### src/rtl/seq_det_pkg.sv
// Shared types and constants for the parametrised serial pattern detector.
//   det_mode_t      : detection mode held in the config register
//   PAT_W_MIN/MAX   : legal bounds for the pattern length
//   fill_width()    : bits needed to hold a fill count of 0..pat_w
package seq_det_pkg;

  typedef enum logic {
    MODE_NONOVL = 1'b0,
    MODE_OVL    = 1'b1
  } det_mode_t;

  localparam int unsigned PAT_W_MIN = 2;
  localparam int unsigned PAT_W_MAX = 32;

  function automatic int unsigned fill_width(input int unsigned pat_w);
    return $clog2(pat_w + 1);
  endfunction

endpackage

### src/rtl/seq_detector_param_if.sv
// Stream/config/status bundle for seq_detector_param.
//   din, din_valid     : qualified serial input bit
//   cfg_load, pattern, overlap : run-time configuration load
//   cnt_clr            : clear the match counter
//   out, match_cnt     : registered match pulse and saturating match count
// master = the block driving the stream, slave = the detector.
interface seq_detector_param_if #(
  parameter int unsigned PAT_W = 4,
  parameter int unsigned CNT_W = 8
);

  logic             din;
  logic             din_valid;
  logic             cfg_load;
  logic [PAT_W-1:0] pattern;
  logic             overlap;
  logic             cnt_clr;
  logic             out;
  logic [CNT_W-1:0] match_cnt;

  modport master (
    output din, din_valid, cfg_load, pattern, overlap, cnt_clr,
    input  out, match_cnt
  );

  modport slave (
    input  din, din_valid, cfg_load, pattern, overlap, cnt_clr,
    output out, match_cnt
  );

endinterface

### src/rtl/sat_counter.sv
// Saturating up-counter with synchronous clear.
//   clk, rst : clock and synchronous active-high reset
//   clr      : clear to zero
//   inc      : increment by one, holding at all-ones
//   value    : registered count
// clr and inc on the same edge give 1: the clear is applied first.
module sat_counter #(
  parameter int unsigned WIDTH = 8
) (
  input  logic             clk,
  input  logic             rst,
  input  logic             clr,
  input  logic             inc,
  output logic [WIDTH-1:0] value
);

  logic [WIDTH-1:0] value_q, value_d;

  always_comb begin
    value_d = value_q;
    if (clr) begin
      value_d = '0;
    end
    if (inc && (value_d != {WIDTH{1'b1}})) begin
      value_d = value_d + WIDTH'(1);
    end
  end

  always_ff @(posedge clk) begin
    if (rst) begin
      value_q <= '0;
    end else begin
      value_q <= value_d;
    end
  end

  assign value = value_q;

endmodule

### src/rtl/seq_detector_param.sv
// Parametrised serial bit-pattern detector.
//   clk, rst : clock and synchronous active-high reset
//   bus      : slave side of seq_detector_param_if (stream in, config in,
//              match pulse and saturating match count out)
// The pattern MSB is the first bit received. In non-overlap mode a match
// restarts the fill count so the next match needs PAT_W fresh bits; in
// overlap mode fill stays full and matches may share bits.
module seq_detector_param
  import seq_det_pkg::*;
#(
  parameter int unsigned PAT_W = 4,
  parameter int unsigned CNT_W = 8
) (
  input logic                  clk,
  input logic                  rst,
  seq_detector_param_if.slave  bus
);

  localparam int unsigned FillW = fill_width(PAT_W);

  if ((PAT_W < PAT_W_MIN) || (PAT_W > PAT_W_MAX)) begin : g_bad_pat_w
    $error("seq_detector_param: PAT_W must be within 2..32");
  end
  if (CNT_W < 1) begin : g_bad_cnt_w
    $error("seq_detector_param: CNT_W must be at least 1");
  end

  logic [PAT_W-1:0] sr_q, sr_d, sr_shift;
  logic [PAT_W-1:0] pat_q;
  det_mode_t        mode_q;
  logic [FillW-1:0] fill_q, fill_d, fill_inc;
  logic             out_q;
  logic             match;

  always_comb begin
    sr_shift = {sr_q[PAT_W-2:0], bus.din};
    fill_inc = (fill_q == FillW'(PAT_W)) ? fill_q : fill_q + FillW'(1);
    sr_d     = sr_q;
    fill_d   = fill_q;
    match    = 1'b0;
    if (bus.cfg_load) begin
      // A load abandons the partial sequence and discards any same-edge bit.
      sr_d   = '0;
      fill_d = '0;
    end else if (bus.din_valid) begin
      sr_d   = sr_shift;
      fill_d = fill_inc;
      if ((fill_inc == FillW'(PAT_W)) && (sr_shift == pat_q)) begin
        match = 1'b1;
        if (mode_q == MODE_NONOVL) begin
          fill_d = '0;
        end
      end
    end
  end

  always_ff @(posedge clk) begin
    if (rst) begin
      sr_q   <= '0;
      fill_q <= '0;
      pat_q  <= '0;
      mode_q <= MODE_NONOVL;
      out_q  <= 1'b0;
    end else begin
      if (bus.cfg_load) begin
        pat_q  <= bus.pattern;
        mode_q <= bus.overlap ? MODE_OVL : MODE_NONOVL;
      end
      sr_q   <= sr_d;
      fill_q <= fill_d;
      out_q  <= match;
    end
  end

  sat_counter #(
    .WIDTH (CNT_W)
  ) u_match_cnt (
    .clk   (clk),
    .rst   (rst),
    .clr   (bus.cnt_clr),
    .inc   (match),
    .value (bus.match_cnt)
  );

  assign bus.out = out_q;

endmodule

### src/flat_wrapper.sv
// flat-port wrapper written by rule: the top's interface ports become plain ports
module seq_detector_param_flat import seq_det_pkg::*;
#(
  parameter int unsigned PAT_W = 4,
  parameter int unsigned CNT_W = 8
)
  (clk, rst, bus_din, bus_din_valid, bus_cfg_load, bus_pattern, bus_overlap, bus_cnt_clr, bus_out, bus_match_cnt);
  seq_detector_param_if #(.PAT_W(PAT_W), .CNT_W(CNT_W)) bus_i ();
  input logic clk;
  input logic rst;
  input wire logic [$bits(bus_i.din)-1:0] bus_din;
  input wire logic [$bits(bus_i.din_valid)-1:0] bus_din_valid;
  input wire logic [$bits(bus_i.cfg_load)-1:0] bus_cfg_load;
  input wire logic [$bits(bus_i.pattern)-1:0] bus_pattern;
  input wire logic [$bits(bus_i.overlap)-1:0] bus_overlap;
  input wire logic [$bits(bus_i.cnt_clr)-1:0] bus_cnt_clr;
  output wire logic [$bits(bus_i.out)-1:0] bus_out;
  output wire logic [$bits(bus_i.match_cnt)-1:0] bus_match_cnt;
  assign bus_i.din = bus_din;
  assign bus_i.din_valid = bus_din_valid;
  assign bus_i.cfg_load = bus_cfg_load;
  assign bus_i.pattern = bus_pattern;
  assign bus_i.overlap = bus_overlap;
  assign bus_i.cnt_clr = bus_cnt_clr;
  assign bus_out = bus_i.out;
  assign bus_match_cnt = bus_i.match_cnt;
  seq_detector_param #(.PAT_W(PAT_W), .CNT_W(CNT_W)) u_core (.clk(clk), .rst(rst), .bus(bus_i));
endmodule
### config.mk
export PLATFORM = sky130hd
export DESIGN_NAME = seq_detector_param_flat
export DESIGN_NICKNAME = d
export VERILOG_FILES = /design/src/rtl/seq_det_pkg.sv /design/src/rtl/seq_detector_param_if.sv /design/src/rtl/sat_counter.sv /design/src/rtl/seq_detector_param.sv /design/src/flat_wrapper.sv
export SDC_FILE = /design/constraint.sdc
export NUM_CORES = 1
export LEC_CHECK = 0
export ABC_AREA = 0
export ABC_CLOCK_PERIOD_IN_PS = 4750
export CORE_MARGIN = 3
export CORE_UTILIZATION = 45
export CTS_CLUSTER_DIAMETER = 50
export CTS_CLUSTER_SIZE = 28
export DETAILED_ROUTE_END_ITERATION = 8
export PLACE_DENSITY = 0.8
export SYNTH_ARGS = -nofsm -noshare
export SYNTH_HDL_FRONTEND = slang
export SYNTH_SLANG_ARGS = --single-unit
### constraint.sdc
create_clock -name clk -period 4.75 [get_ports clk]
set_input_delay 0.475 -clock clk [delete_from_list [all_inputs] [get_ports clk]]
set_output_delay 0.475 -clock clk [all_outputs]
set_load 0.01 [all_outputs]
======== After elaboration in Yosys (flattened, before gate mapping) ========
Cells that the tools add are included.
word-level totals
  bits in registers ....................... 20
  input bits .............................. 11
  output and inout bits ................... 9
  logic and storage cells ................. 24
operators by class
  $add $sub $neg .......................... 2
  equality and inequality tests ........... 4
  muxes and demuxes ....................... 9
  reductions and logical operators ........ 3
operator list
  kind                                                            number
  8-bit two-way mux                                               2
  3-bit two-way mux                                               3
  8-bit by 1-bit adder with 8-bit output (second input constant)  1
  8-bit inequality test (second input constant)                   1
  3-bit equality test (second input constant)                     2
  4-bit equality test                                             1
  1-bit two-way mux                                               4
  3-bit by 1-bit adder with 3-bit output (second input constant)  1
  1-bit logical AND                                               2
  2-bit OR reduction                                              1

======== Depth between registers and ports, before layout ========
  word-level depth ........................ 9
  depth in mapped cells ................... 8

======== By module ========
A second synthesis with hierarchy kept.
unflattened totals
  cell total of the unflattened synthesis .. 100
  area, all modules ....................... 930.9 µm²
by module, submodules not included
  module              times used  cells an instance  area an instance (µm²)  seq. area each (µm²)
  seq_detector_param  1           59                 561.8                   240.2
  sat_counter         1           41                 369.1                   160.2

======== Worst setup path before layout ========
No wires, ideal clock.
  path kind ............................... input to register
  from .................................... input bus_cnt_clr
  to ...................................... register u_core.u_match_cnt.value_q[2], in the netlist u_core.u_match_cnt.value[2]
  library setup time ...................... 121 ps
  arrival ................................. 2079 ps
  data required time ...................... 4629 ps
  slack ................................... 2550 ps
  cell stages on the path ................. 8
  path through ............................ nand2b_1 -> inv_1 -> ha_1 -> nand4_1 -> or4_1 -> nor2b_1 -> nand3_1 -> mux2_2
on the way
  longest elaborated chain between the ends .. 4
  elaborated cells between the ends (all ways) .. 5
  classes of those cells .................. add/sub (1); eq/ne (1); mux (2); reduce/logical (1)
RTL lines
  item                                                                            RTL line            text
  start: declaration                                                              flat_wrapper.sv:16  input wire logic [$bits(bus_i.cnt_clr)-1:0] bus_cnt_clr;
  8-bit two-way mux *                                                             sat_counter.sv:21   if (clr) begin
  branches (longest 2 deep; another with 8-bit by 1-bit adder with 8-bit output)  -
  8-bit two-way mux *                                                             sat_counter.sv:24   if (inc && (value_d != {WIDTH{1'b1}})) begin
  end signal: assignment                                                          sat_counter.sv:33   value_q <= value_d;
  end: declaration                                                                sat_counter.sv:17   logic [WIDTH-1:0] value_q, value_d;
Mark *: on every way between the ends.
A chain may end at the register's enable or synchronous reset.

======== Worst setup path in the final report ========
Ends and elaborated chain as after synthesis.

==> out/qor.yml <==
timing:
  max_clock_freq_ghz: 0.3806
  slew_viol_final: 0
  worstMarginPinSlew_ps: 848.5
  finalSetupViolCount: 0
  clock_skew_ps: 7.941
  finalCriticalPeriod_ps: 2628
  fin_setup_tns_ps: 0
  fin_crit_sh: 0.5532
  slew_headroom: 0.4291
  layout_setup_ws_ps: 2122
  rsz0062_at_grt: "false"
  hold_violations: 0
grt:
  grt_max_degree: 13
  antenna_found_initial: 0
  grt_overflow_total: 0
  grt_pass1_vias: 807
  grt_pass1_wl_um: 3512
  grt_usage: 0.1629
drt:
  vias_per_cell: 5.614
  vias: 932
  first_pass_iters: 4
  drc_errors: 0
  drt-total-wl_um: 2070
  route.detailed.wl_per_inst_um: 12.47
  antenna_left: 0
  first_iter_violations: 15
placed_design:
  portBuffers: 19
  preCtsSetupSlack_ps: 1838
  gp_congestion: 0.8706
  place_area_um2: 1239
  dp_hpwl_um: 1570
finish:
  fill_cells: 175
  multiInputGateArea_um2: 588.1
  final_common_cell: "dfxtp_1"
  area_delta_synth_final_pct: 22.77
  most-common-layout-cells: "dfxtp_1, clkdlybuf4s50_1, nor2_1, mux2i_1, a21oi_1"
  drive_above_1_share: 0.06475
  final_nets: 154
  final_util: 0.6183
  design_area_um2: 1275
  regArea_um2: 400.4
  insertedDiodeCount: 0
clock_tree:
  clockBufferDepth: 2
  htree_levels: 1
  cts_tree: "done"
  clk_pin_slew_ps: 120
  cts_root_buffer: "clkbuf_4"
  clock_sinks: 20
  cts_hold_buf: 0
  clk_latency_ps: 290
  post_cts_buffers: 0
  numCtsBuffers: 3
  post_cts_resized: 0
setup_path:
  path_class: "input port to flop"
  crit_buf_inv: 2
  path_cells: "clkdlybuf4s50_1, nand2b_1, inv_1, ha_1, nand4_1, or4_1, nor2b_1, nand3_1, mux2_2"
  crit_start: "bus_cnt_clr"
  slowest_delay_ps: 540
  crit_arrival_ps: 2830
  crit_required_ps: 4950
  crit_path_end_kind: "flop"
  crit_family: "simple AND/OR/NAND/NOR gates"
  cp_slowest_cell: "or4_1"
  r2r-start: "u_core.u_match_cnt.value[1]"
  cp_max_fo: 7
  cp-start-kind: "input port"
floorplan:
  start_util: 0.5036
  rows: 16
  die_h_um: 54.04
  die_w_um: 54.04
  die_area_um2: 2920
  core_um2: 2062
  ioPinCount: 20
outcome:
  outcome: "finished clean"
yosys:
  syn_area_per_cell_um2: 8.654
  ys_types: 32
  ys_seq_area_frac: 0.3855
  synth_top_area_share: 0.3855
  syn_nets: 134
  syn_area_um2: 1038
  yosysWarnings: 0
  ys_seq_elements: 20
  postSynthCellCount: 120
  synth_top_cell_by_area: "dfxtp_1"
  synth_area_leaders: "dfxtp_1, mux2i_1, nor2_1"
hold_path:
  hp-start: "u_core.mode_q"
  worstHoldPathType: "flop to flop"
power:
  peakVddDrop_v: 0.0001158
  pwr_density_cell_nw_per_um2: 237.2
  power_leakage_nw: 0.4692
flow_run:
  cap_violations: 0
[area by class of cell]
cell class,count,share of cell area
Clock buffer,4,0.02846
Inverter,7,0.02061
Multi-Input combinational cell,89,0.4612
Sequential cell,20,0.3140
Tap cell,27,0.02650
Timing Repair Buffer,19,0.1492
[routing by layer]
layer	up-vias	GRT usage	part of all wire
met1	427	0.2111	0.46
met2	37	0.2702	0.48
met5	-	0	0
met4	0	0.04979	0.0048
li1	466	-	-
met3	2	0.03324	0.060
[state kept, by name (all words and copies together) (netlist names)]
register and count:
u_core.u_match_cnt.value 8, u_core.sr_q 3, u_core.bus.out 1, u_core.mode_q 1, u_core.pat_q 4, u_core.fill_q 3
[worst register-to-register path: stages, from the launching register on]
cell     delay (ps)
dfxtp_1         410
nor2b_1         190
ha_1            230
nand4_1         130
or4_1           540
nor2b_1         190
nand3_1         130
mux2_2          320
[cell families after synthesis]
kind of cell / share of synthesized area
adders and majority gates: 0.03615
muxes: 0.09759
buffers and inverters: 0.04819
xor gates and xnor gates: 0.06627
AOI/OAI and AO/OA: 0.1012
DFF: 0.3855
and+or+nand+nor: 0.2651
[through the flow]
stage | hold WS [ps] | instances | power (mW)
global route | 564.3 | 166 | 0.3166
detailed placement | 494.6 | 162 | 0.2081
global placement | 478.3 | 162 | 0.2073
CTS | 525.1 | 166 | 0.3047
finish | 518.0 | 166 | 0.3024
floorplan | 461.4 | 120 | 0.1964
[Yosys cell counts]
cell type	number
buf_2	1
nand2b_1	2
buf_6	1
mux2_2	1
dfxtp_1	20
nor3b_1	2
xnor2_1	5
clkbuf_1	2
o21ai_0	2
nor4_1	3
inv_2	1
nor3_1	3
a2111oi_0	1
o2111ai_1	1
inv_1	6
or4_1	4
xnor2_2	1
nor2b_1	4
o31ai_1	3
a41o_1	1
ha_1	3
nand3_1	6
a21oi_1	9
xor2_1	1
nand2_1	8
nor2_1	13
nand3b_1	1
or4_4	1
and3_1	1
mux2i_1	9
nand4_1	3
nand2_2	1
[path summary, 6_finish.rpt]
path | slack, ps | endpoint | depth (start not counted)
setup reg to reg | 2510 | u_core.u_match_cnt.value[2] | 7
hold / removal | 520 | u_core.mode_q | 2
hold reg to reg | 520 | u_core.mode_q | 2
setup / recovery | 2120 | u_core.u_match_cnt.value[2] | 9
[power breakdown]
part,switching (mW),leakage (nW),internal (mW)
logic,0.0145,0.286,0.0162
clock network,0.0513,0.0210,0.0467
registers,0.00252,0.162,0.171
Power figures use the tool's default switching activity.
